<file path="config.mk">
export PLATFORM = sky130hd
export DESIGN_NAME = dep_output_arbiter_flat
export DESIGN_NICKNAME = d
export VERILOG_FILES = /design/src/rtl/dep_output_arbiter_if.sv /design/src/rtl/dep_output_arbiter.sv /design/src/flat_wrapper.sv
export SDC_FILE = /design/constraint.sdc
export NUM_CORES = 1
export LEC_CHECK = 0
export ABC_AREA = 1
export BUFFER_PORTS_ARGS = -buffer_cell sky130_fd_sc_hd__buf_4
export CORE_MARGIN = 1
export CORE_UTILIZATION = 41
export DETAILED_ROUTE_END_ITERATION = 12
export PLACE_DENSITY = 0.58
export SLEW_MARGIN = 25
export SYNTH_ARGS = -nofsm -noshare
export SYNTH_HDL_FRONTEND = slang
export SYNTH_SLANG_ARGS = --single-unit
</file>
<file path="constraint.sdc">
create_clock -name clk -period 2.1 [get_ports clk]
set_input_delay 0.42 -clock clk [delete_from_list [all_inputs] [get_ports clk]]
set_output_delay 0.42 -clock clk [all_outputs]
set_load 0.01 [all_outputs]
</file>
<file path="src/rtl/dep_output_arbiter_if.sv">
// Requester/output bundle for dep_output_arbiter.
// The lock vector exists only when DEP_ARB_LOCK_EN is defined.
interface dep_output_arbiter_if #(
  parameter int N      = 3,
  parameter int DATA_W = 1
);
  logic [N-1:0]        req;
  logic [N*DATA_W-1:0] din;
`ifdef DEP_ARB_LOCK_EN
  logic [N-1:0]        lock;
`endif
  logic                out_ready;
  logic [N-1:0]        gnt;
  logic [N-1:0]        ack;
  logic                out_valid;
  logic [DATA_W-1:0]   out_data;

`ifdef DEP_ARB_LOCK_EN
  modport master (output req, din, lock, out_ready,
                  input  gnt, ack, out_valid, out_data);
  modport slave  (input  req, din, lock, out_ready,
                  output gnt, ack, out_valid, out_data);
`else
  modport master (output req, din, out_ready,
                  input  gnt, ack, out_valid, out_data);
  modport slave  (input  req, din, out_ready,
                  output gnt, ack, out_valid, out_data);
`endif
endinterface

</file>
<file path="src/rtl/dep_output_arbiter.sv">
// Round-robin arbiter sharing one registered valid/ready output among N requesters.
// Optional DEP_ARB_LOCK_EN: a granted requester holding lock is not cut off at MAX_HOLD.
module dep_output_arbiter #(
  parameter int N        = 3,
  parameter int DATA_W   = 1,
  parameter int MAX_HOLD = 4
) (
  input logic                 clk,
  input logic                 rst,
  dep_output_arbiter_if.slave arb
);
  localparam int IW = $clog2(N);

  typedef enum logic {IDLE, GRANT} state_e;

  state_e            state_q, state_d;
  logic [N-1:0]      gnt_q, gnt_d;
  logic [IW-1:0]     last_q, last_d;
  logic [7:0]        hold_cnt_q, hold_cnt_d;
  logic              out_valid_q, out_valid_d;
  logic [DATA_W-1:0] out_data_q, out_data_d;

  logic [IW-1:0]     pick;
  logic              found;
  logic              accept;
  logic              lock_g;
  logic [7:0]        hold_inc;

  // last_q doubles as the granted index while in GRANT
  assign accept   = (state_q == GRANT) && arb.req[last_q] && (!out_valid_q || arb.out_ready);
  assign hold_inc = (hold_cnt_q >= 8'(MAX_HOLD)) ? 8'(MAX_HOLD) : hold_cnt_q + 8'd1;

`ifdef DEP_ARB_LOCK_EN
  assign lock_g = arb.lock[last_q];
`else
  assign lock_g = 1'b0;
`endif

  for (genvar i = 0; i < N; i++) begin : g_ack
    assign arb.ack[i] = accept && (last_q == IW'(i));
  end

  assign arb.gnt       = gnt_q;
  assign arb.out_valid = out_valid_q;
  assign arb.out_data  = out_data_q;

  // Rotating priority: first requester after the previous winner
  always_comb begin
    int idx;
    idx   = 0;
    pick  = last_q;
    found = 1'b0;
    for (int k = 1; k <= N; k++) begin
      idx = (int'(last_q) + k) % N;
      if (!found && arb.req[idx]) begin
        found = 1'b1;
        pick  = IW'(idx);
      end
    end
  end

  always_comb begin
    state_d     = state_q;
    gnt_d       = gnt_q;
    last_d      = last_q;
    hold_cnt_d  = hold_cnt_q;
    out_valid_d = out_valid_q & ~arb.out_ready;
    out_data_d  = out_data_q;
    case (state_q)
      IDLE: begin
        if (found) begin
          state_d    = GRANT;
          gnt_d      = {{(N-1){1'b0}}, 1'b1} << pick;
          last_d     = pick;
          hold_cnt_d = 8'd0;
        end
      end
      GRANT: begin
        if (accept) begin
          out_valid_d = 1'b1;
          out_data_d  = arb.din[last_q*DATA_W +: DATA_W];
          hold_cnt_d  = hold_inc;
        end
        if (!arb.req[last_q] || (accept && hold_inc >= 8'(MAX_HOLD) && !lock_g)) begin
          state_d = IDLE;
          gnt_d   = '0;
        end
      end
      default: begin
        state_d = IDLE;
        gnt_d   = '0;
      end
    endcase
  end

  always_ff @(posedge clk or posedge rst) begin
    if (rst) begin
      state_q     <= IDLE;
      gnt_q       <= '0;
      last_q      <= IW'(N-1);
      hold_cnt_q  <= 8'd0;
      out_valid_q <= 1'b0;
      out_data_q  <= '0;
    end else begin
      state_q     <= state_d;
      gnt_q       <= gnt_d;
      last_q      <= last_d;
      hold_cnt_q  <= hold_cnt_d;
      out_valid_q <= out_valid_d;
      out_data_q  <= out_data_d;
    end
  end
endmodule

</file>
<file path="src/flat_wrapper.sv">
// flat-port wrapper written by rule: the top's interface ports become plain ports
module dep_output_arbiter_flat 
#(
  parameter int N        = 3,
  parameter int DATA_W   = 1,
  parameter int MAX_HOLD = 4
)
  (clk, rst, arb_req, arb_din, arb_out_ready, arb_gnt, arb_ack, arb_out_valid, arb_out_data);
  dep_output_arbiter_if #(.N(N), .DATA_W(DATA_W)) arb_i ();
  input logic clk;
  input logic rst;
  input wire logic [$bits(arb_i.req)-1:0] arb_req;
  input wire logic [$bits(arb_i.din)-1:0] arb_din;
  input wire logic [$bits(arb_i.out_ready)-1:0] arb_out_ready;
  output wire logic [$bits(arb_i.gnt)-1:0] arb_gnt;
  output wire logic [$bits(arb_i.ack)-1:0] arb_ack;
  output wire logic [$bits(arb_i.out_valid)-1:0] arb_out_valid;
  output wire logic [$bits(arb_i.out_data)-1:0] arb_out_data;
  assign arb_i.req = arb_req;
  assign arb_i.din = arb_din;
  assign arb_i.out_ready = arb_out_ready;
  assign arb_gnt = arb_i.gnt;
  assign arb_ack = arb_i.ack;
  assign arb_out_valid = arb_i.out_valid;
  assign arb_out_data = arb_i.out_data;
  dep_output_arbiter #(.N(N), .DATA_W(DATA_W), .MAX_HOLD(MAX_HOLD)) u_core (.clk(clk), .rst(rst), .arb(arb_i));
endmodule
</file>
# Word level (Yosys, flattened, before mapping)
# Cells that the tools add are included.
# word_totals
ff_bits,16
memories,0
latchBits,0
mem_bits_ro,0
output_inout_bits,8
mem_bits_rw,0
word_cells,77
# op_classes
n_mul,0
n_div,3
shift,2
n_bitwise,3
addsub,4
n_lt_le_gt_ge,6
n_reduce_logical,19
eq_ne,5
muxes,29
# ops
operator,count
$lt A32 B4 Y1 const B,3
$mod A32 B3 Y32 const B,3
$mux W8,3
$ge A8 B3 Y1 const B,2
$pmux W8 S2,1
$mux W1,14
$add A8 B1 Y8 const B,1
$bmux W1 S2,4
$logic_and A1 B1 Y1,8
$reduce_and A2 Y1,4
$add A2 B2 Y3 const B,2
$mux W2,3
$mux W3,2
$pmux W3 S2,1
$logic_not A1 Y1,4
$ne A2 B2 Y1 const B,2
$add A2 B1 Y3 const B,1
$lt A2 B3 Y1 const B,1
$shiftx A3 B3 Y1,1
$shl A1 B2 Y3 const A,1
$eq A2 B1 Y1 const B,1
$eq A2 B2 Y1 const B,1
$logic_not A2 Y1,1
$logic_or A1 B1 Y1,2
4 further kinds,5

# Depth between registers and ports, before layout
# Gate-level depths: netlist of the first run.
# logic_depth
word_depth,15
mapped_depth,13

# Worst setup path after synthesis of the first run
# Ideal clock, no wire load.
# synth_timing
path_kind,flip-flop to flip-flop
start,register u_core.last_q[1]
end,register u_core.hold_cnt_q[0]
n_path_buf,0
setup_slack_ns,0.240
arrival_ns,1.738
synth_period_minus_slack_ns,1.860
stages_incl_launch_ff,12
setup_time_ns,0.121
required_time_ns,1.979
path_cell_list,dfstp_2 -> inv_1 -> ha_1 -> inv_2 -> nand2_1 -> nand3_2 -> nand2_4 -> nand3_1 -> nand2_2 -> nand2_2 -> nand4_1 -> o21ai_1
# synth_between
elab_chain_cells,14
word_cells_on_any_way,29
# synth_rtl
item,line_no,source
"start, declared",dep_output_arbiter.sv:18,"logic [IW-1:0] last_q, last_d;"
"start signal, assigned",dep_output_arbiter.sv:100,last_q <= IW'(N-1);
"start signal, assigned",dep_output_arbiter.sv:107,last_q <= last_d;
$add A2 B1 Y3,dep_output_arbiter.sv:54,idx = (int'(last_q) + k) % N;
$mod A32 B3 Y32,dep_output_arbiter.sv:54,
$bmux W1 S2,dep_output_arbiter.sv:55,if (!found && arb.req[idx]) begin
$mux W1 (not written as such) (2 in series),dep_output_arbiter.sv:55,
$mux W1,dep_output_arbiter.sv:55,
$logic_not A1 Y1,dep_output_arbiter.sv:55,
$logic_and A1 B1 Y1,dep_output_arbiter.sv:55,
$mux W1,dep_output_arbiter.sv:55,
$logic_not A1 Y1,dep_output_arbiter.sv:55,
$logic_and A1 B1 Y1,dep_output_arbiter.sv:55,
$mux W1,dep_output_arbiter.sv:55,
$ne A2 B1 Y1 (no source line),--,
$reduce_and A2 Y1 (no source line) (*),--,
"end signal, assigned",dep_output_arbiter.sv:108,hold_cnt_q <= hold_cnt_d;
"end, declared",dep_output_arbiter.sv:19,"logic [7:0] hold_cnt_q, hold_cnt_d;"
# Every way passes the cells marked *; elsewhere a longest branch is shown, timed or not. The select of a mux whose other input is x is not followed.
# A chain may end at the register's enable or synchronous reset.

# Worst setup path in the final report of the first run
# layout_timing
start,register u_core.last_q[1]
end,output port arb_ack[1]
# layout_between
elab_chain_cells,5
word_cells_on_any_way,6
# layout_rtl
item,line_no,source
$bmux W1 S2,dep_output_arbiter.sv:30,assign accept = (state_q == GRANT) && arb.req[last_q] && (!out_valid_q || arb.out_ready);
$mux W1 (not written as such),dep_output_arbiter.sv:30,
$logic_and A1 B1 Y1 (2 in series),dep_output_arbiter.sv:30,
$logic_and A1 B1 Y1 (*),dep_output_arbiter.sv:40,assign arb.ack[i] = accept && (last_q == IW'(i));
"end, declared",flat_wrapper.sv:16,output wire logic [$bits(arb_i.ack)-1:0] arb_ack;
# Marked as above.

==> impl_results.md, run 1 <==
* Gr ovfl total at 0
* Commonest non-fill, non-tap cell in the layout: nand2_1
* Worst path cell trace: buf_4 > nand3_1 > nand2_1 > nand2_2 > inv_2 > nand2_4 > nor2_1 > buf_4
* Count of warnings emitted by yosys at 0
* Number of DRC markers in iteration 0 at 19
* Cts bufs inserted at 3
* Hpwl dp at 1580 um
* GR Util met1 at 24.0%
* Worst r2r path cells at 12
* Relative slew slack at 59.7%
* Layout Nets at 171
* Vias at 896
* Clock Latency Late Sink at 0.28 ns
* Power Total at 1.98 mW
* Crit path launch type: register
* Io pins at 17
* Largest net degree at the start of global routing at 17
* Final GP Congestion at 0.926
* Global Route Usage Sum at 17.9%
* Power density over cell area at 1600 nW/um2
* First-pass iteration count of the detailed router at 4
* WP data required at 1.68 ns
* Worst VDD drop at 0.000935 V
* CP dominant cell by count: buf_4
* Pleak at 0.671 nW
* CP max-delay cell: dfstp_2
* Slew Limit Fails at 0
* WP buf/inv at 3
* CTS Hold Buffers Added at 0
* Setup violations, final at 0
* Mapped Area at 980 um2
* Synth top area cells: dfrtp_1 38%, nand2_1 11%, inv_1 7.7%
* Longest Clk Path Bufs at 2
* Max-cap violations at 0
* N_diodes at 0
* Synth Area per Inst at 7.48 um2
* Setup TNS at 0 ns
* Synthesized flop and latch total at 16
* Die Y at 50.9 um
* FF-to-FF Start: u_core.last_q[1]
* Initial antenna violation count at 0
* Met3 Track Usage GR at 3.87%
* Chip width at 50.9 um
* Worst Hold Class: primary input to async pin
* Gr busiest metal: met2
* Worst Setup SP: u_core.last_q[1]
* CTS Sinks at 16
* First-pass GRT wire length at 3480 um
* Post-synth top area share at 38.3%
* Most frequent cells in the layout: 27 x nand2_1, 21 x buf_4, 19 x inv_1
* Pre-CTS setup slack at 0.130 ns
* Period utilization at 94.0%
* Crit path DAT at 1.56 ns
* Max Fclk at 506 MHz
* Post-detailed-route count of antenna-violating nets at 0
* GR Util met2 at 29.6%
* Root Driver: clkbuf_4
* RSZ-0062 raised after global routing: no
* CP max stage delay at 0.55 ns
* Worst setup EP type: output port
* Fin cells at 184
* Die footprint at 2590 um2
* Status: finished clean
* FP Rows at 17
* Vias in the first global route at 832
* IO Port Bufs at 16
* Cell taking the most area after synthesis: dfrtp_1
* Crit-path max FO at 7
* Final min period at 1.98 ns
* Share of layout cells above drive strength 1 at 34.6%
* Synth unique cells at 20
* Cell family with most CP delay: flip-flops
* Setup ws final at 0.125 ns
* Placed Cells at 177
* Starting Density at 43.9%
* Cell count after synthesis at 131
* WL/cell at 11.0 um
* Worst path depth at 8
* Via-per-instance ratio at 4.87
* P&R area growth vs syn at 26.2%
* H-Tree Depth at 1
* Residual DRC count at 0
* Core Util, Final at 55.4%
* Detailed Route WL at 2030 um
* Syn nets at 145
* Crit Path Category: register to output port
* Clock Skews at 0.00914 ns
* Sequential area share after synthesis at 41.0%
* Worst-Margin Slew at 0.603 ns
* Final hold vios at 0
* Clk slew on worst S/H paths at 0.10 ns
* CTS tree: yes
* Core Footprint at 2230 um2
[per-layer routing]
metal	vias up	routed length, um	part of all wire [%]
met5	-	0	0
met4	0	0	0
met3	0	134	6.6
met2	28	945	46
met1	410	954	47
li1	458	-	-
[per-stage QoR]
step | hold slack, ns | cell area, um2
global placement | 0.461 | 1150
detailed placement | 0.464 | 1150
global route | 0.257 | 1240
floorplan | 0.333 | 980
finish | 0.199 | 1240
CTS | 0.223 | 1190
[where the power goes]
part	internal (mW)	leakage (nW)	switching [mW]	total, mW
Sequential	0.411	0.209	0.0558	0.467
Clock	0.105	0.0210	0.0941	0.200
Combinational	0.515	0.442	0.793	1.31
Total	1.03	0.671	0.943	1.98
[final cells by class]
cell class	instances	area, um2
Timing Repair Buffer	21	158
Sequential cell	16	402
Multi-Input combinational cell	88	504
Clock buffer	4	36.3
Fill cell	233	997
Tap cell	28	35.0
Inverter	27	101
[timing repair]
item,4_1_cts,5_1_grt
setup buffers,0,3
resized for setup,0,8
endpoints found under the setup margin,0,9
[synthesized netlist by cell type]
cell type	instances
inv_1	20
or2_4	1
nand2_1	28
nand2_2	7
dfrtp_1	15
nor3_1	1
o21ai_1	2
a21oi_1	1
inv_2	7
ha_1	5
nand3_2	3
nand4_1	4
a31oi_1	1
o21ai_2	3
nand3_1	14
dfstp_2	1
o22ai_1	1
nor2_1	15
o21ai_0	1
nand2_4	1
[sequential cells by signal (all words and copies together) (netlist names)]
signal                flops
u_core.hold_cnt_q         8
u_core.arb.gnt            3
u_core.last_q             2
u_core.arb.out_data       1
u_core.arb.out_valid      1
u_core.state_q            1
[path summary, 6_finish.rpt]
check | slack, ns | to
setup / recovery | 0.12 | arb_ack[1]
hold / removal | 0.20 | u_core.state_q
setup reg to reg | 0.18 | u_core.hold_cnt_q[0]
hold reg to reg | 0.49 | u_core.arb.gnt[1]
max in group asynchronous | 1.50 | u_core.hold_cnt_q[5]
min in group clk | 0.47 | u_core.arb.out_data
[kinds of logic after synthesis]
kind of cell / Yosys count / share of synthesized area [%]
AND/OR/NAND/NOR: 74 / 36.3
flip-flops: 16 / 41.0
AO/OA/AOI/OAI: 9 / 6.00
adder cells (fa/ha/maj): 5 / 6.39
buffers and inverters: 27 / 10.3
(Power assumes the default switching activity.)
==> inputs of run 2 (changes only) <==
--- a/config.mk
+++ b/config.mk
@@ -9,8 +9,10 @@
 export BUFFER_PORTS_ARGS = -buffer_cell sky130_fd_sc_hd__buf_4
 export CORE_MARGIN = 1
 export CORE_UTILIZATION = 41
+export CTS_CLUSTER_DIAMETER = 80
 export DETAILED_ROUTE_END_ITERATION = 12
 export PLACE_DENSITY = 0.58
+export SETUP_SLACK_MARGIN = 0.3
 export SLEW_MARGIN = 25
 export SYNTH_ARGS = -nofsm -noshare
 export SYNTH_HDL_FRONTEND = slang
==> constraint.sdc (replaced) <==
create_clock -name clk -period 1.98 [get_ports clk]
set_input_delay 0.396 -clock clk [delete_from_list [all_inputs] [get_ports clk]]
set_output_delay 0.396 -clock clk [all_outputs]
set_load 0.01 [all_outputs]
==> impl_results.md, run 2 (same netlist as run 1, synthesis figures left out) <==
* Status: finished clean
* Top reg by flops: u_core.hold_cnt_q
* Initial antenna violation count at 0
* CP dominant cell by count: nand2_2
* CP max stage delay at 0.62 ns
* Vias at 933
* Max Fclk at 519 MHz
* WP buf/inv at 2
* Period utilization at 97.4%
* CTS Hold Buffers Added at 0
* Global Route Usage Sum at 19.9%
* WP data required at 1.58 ns
* Fin cells at 192
* Relative slew slack at 58.5%
* Setup violations, final at 0
* Root Driver: clkbuf_4
* Starting Density at 43.9%
* Most frequent cells in the layout: 26 x buf_4, 21 x nand2_1, 17 x inv_1
* P&R area growth vs syn at 48.1%
* Cts bufs inserted at 3
* CP max-delay cell: dfstp_2
* Final GP Congestion at 0.830
* Residual DRC count at 0
* Worst Hold Class: primary input to async pin
* Slew Limit Fails at 0
* Clk slew on worst S/H paths at 0.10 ns
* WL/cell at 12.8 um
* Via-per-instance ratio at 4.86
* First-pass iteration count of the detailed router at 4
* Post-detailed-route count of antenna-violating nets at 0
* Core Footprint at 2230 um2
* Power density over cell area at 1810 nW/um2
* Longest Clk Path Bufs at 2
* N_diodes at 0
* Gr ovfl total at 0
* Min Hold Slack at 0.179 ns
* First-pass GRT wire length at 3860 um
* Clock Latency Late Sink at 0.28 ns
* Max-cap violations at 0
* Die footprint at 2590 um2
* Placed Cells at 176
* Die Y at 50.9 um
* Chip width at 50.9 um
* Clock Skews at 0.00483 ns
* CTS tree: yes
* Crit path launch type: register
* Io pins at 17
* Crit-path max FO at 4
* Commonest non-fill, non-tap cell in the layout: buf_4
* Worst path cell trace: nand3_2 > nand2_2 > nand2_2 > inv_2 > nand2_4 > nor2_1 > buf_4
* FP Rows at 17
* Worst-Margin Slew at 0.621 ns
* Crit Path Category: register to output port
* Cell family with most CP delay: flip-flops
* Hpwl dp at 1500 um
* Core Util, Final at 65.0%
* Worst VDD drop at 0.00103 V
* Final hold vios at 0
* H-Tree Depth at 1
* RSZ-0062 raised after global routing: yes
* Pleak at 0.734 nW
* IO Port Bufs at 16
* Detailed Route WL at 2460 um
* Layout Nets at 179
* Crit path DAT at 1.53 ns
* Largest register FFs at 8
* Vias in the first global route at 860
* Final Instance Area at 1450 um2
* Largest net degree at the start of global routing at 17
* FILL cells at 185
* CTS Sinks at 16
* Share of layout cells above drive strength 1 at 48.2%
* Placed instance area at 1160 um2
* Final min period at 1.93 ns
* Number of DRC markers in iteration 0 at 23
* Worst setup EP type: output port
-- run 2: through the flow --
stage	worst slack, ns	TNS (ns)	total power, mW
2_1_floorplan	0.244	0	1.51
3_3_place_gp	0.0753	0	1.82
6_report	0.0521	0	2.63
5_1_grt	-0.0533	-0.162	2.86
4_1_cts	0.0899	0	2.32
3_5_place_dp	0.0753	0	1.81
-- run 2: final timing paths --
kind / start / to / slack, ns / cells after the start
min in group clk: arb_din[2] / u_core.arb.out_data / 0.39 / 3
max in group asynchronous: rst / u_core.hold_cnt_q[3] / 1.40 / 2
worst max register to register: u_core.last_q[1] / u_core.last_q[1] / 0.06 / 11
worst min-delay path: rst / u_core.arb.gnt[2] / 0.18 / 2
worst max-delay path: u_core.last_q[1] / arb_ack[1] / 0.05 / 7
worst min register to register: u_core.arb.out_data / u_core.arb.out_data / 0.50 / 2
-- run 2: per-layer routing --
layer / up-vias / GRT usage (%) / part of all wire, %
met5: - / 0 / 0
met4: 0 / 2.78 / 0.57
met3: 2 / 5.65 / 5.0
met2: 30 / 30.4 / 46
met1: 429 / 28.5 / 48
li1: 472 / - / -
-- run 2: power by group --
part           total, mW  internal [mW]  leakage [nW]  switching [mW]
Combinational       1.94          0.810         0.510            1.13
Sequential         0.515          0.437         0.209          0.0779
Clock              0.182         0.0782        0.0150           0.104
-- run 2: timing repair --
action                     CTS  global route
gates resized for setup     20            18
hold endpoints to repair     0             0
pin swaps                   10            14
setup endpoints to repair   17            17
cloned                       0             0
buffers inserted             8             4
-- run 2: cell type report --
| type | instances | area [um2] | area share, % |
|---|---|---|---|
| well taps | 28 | 35.0 | 2.41 |
| clock buffers | 4 | 26.3 | 1.81 |
| repair buffers | 29 | 238 | 16.4 |
| inverters | 27 | 109 | 7.50 |
| multi-input cells | 88 | 642 | 44.2 |
| flip-flops and latches | 16 | 402 | 27.7 |
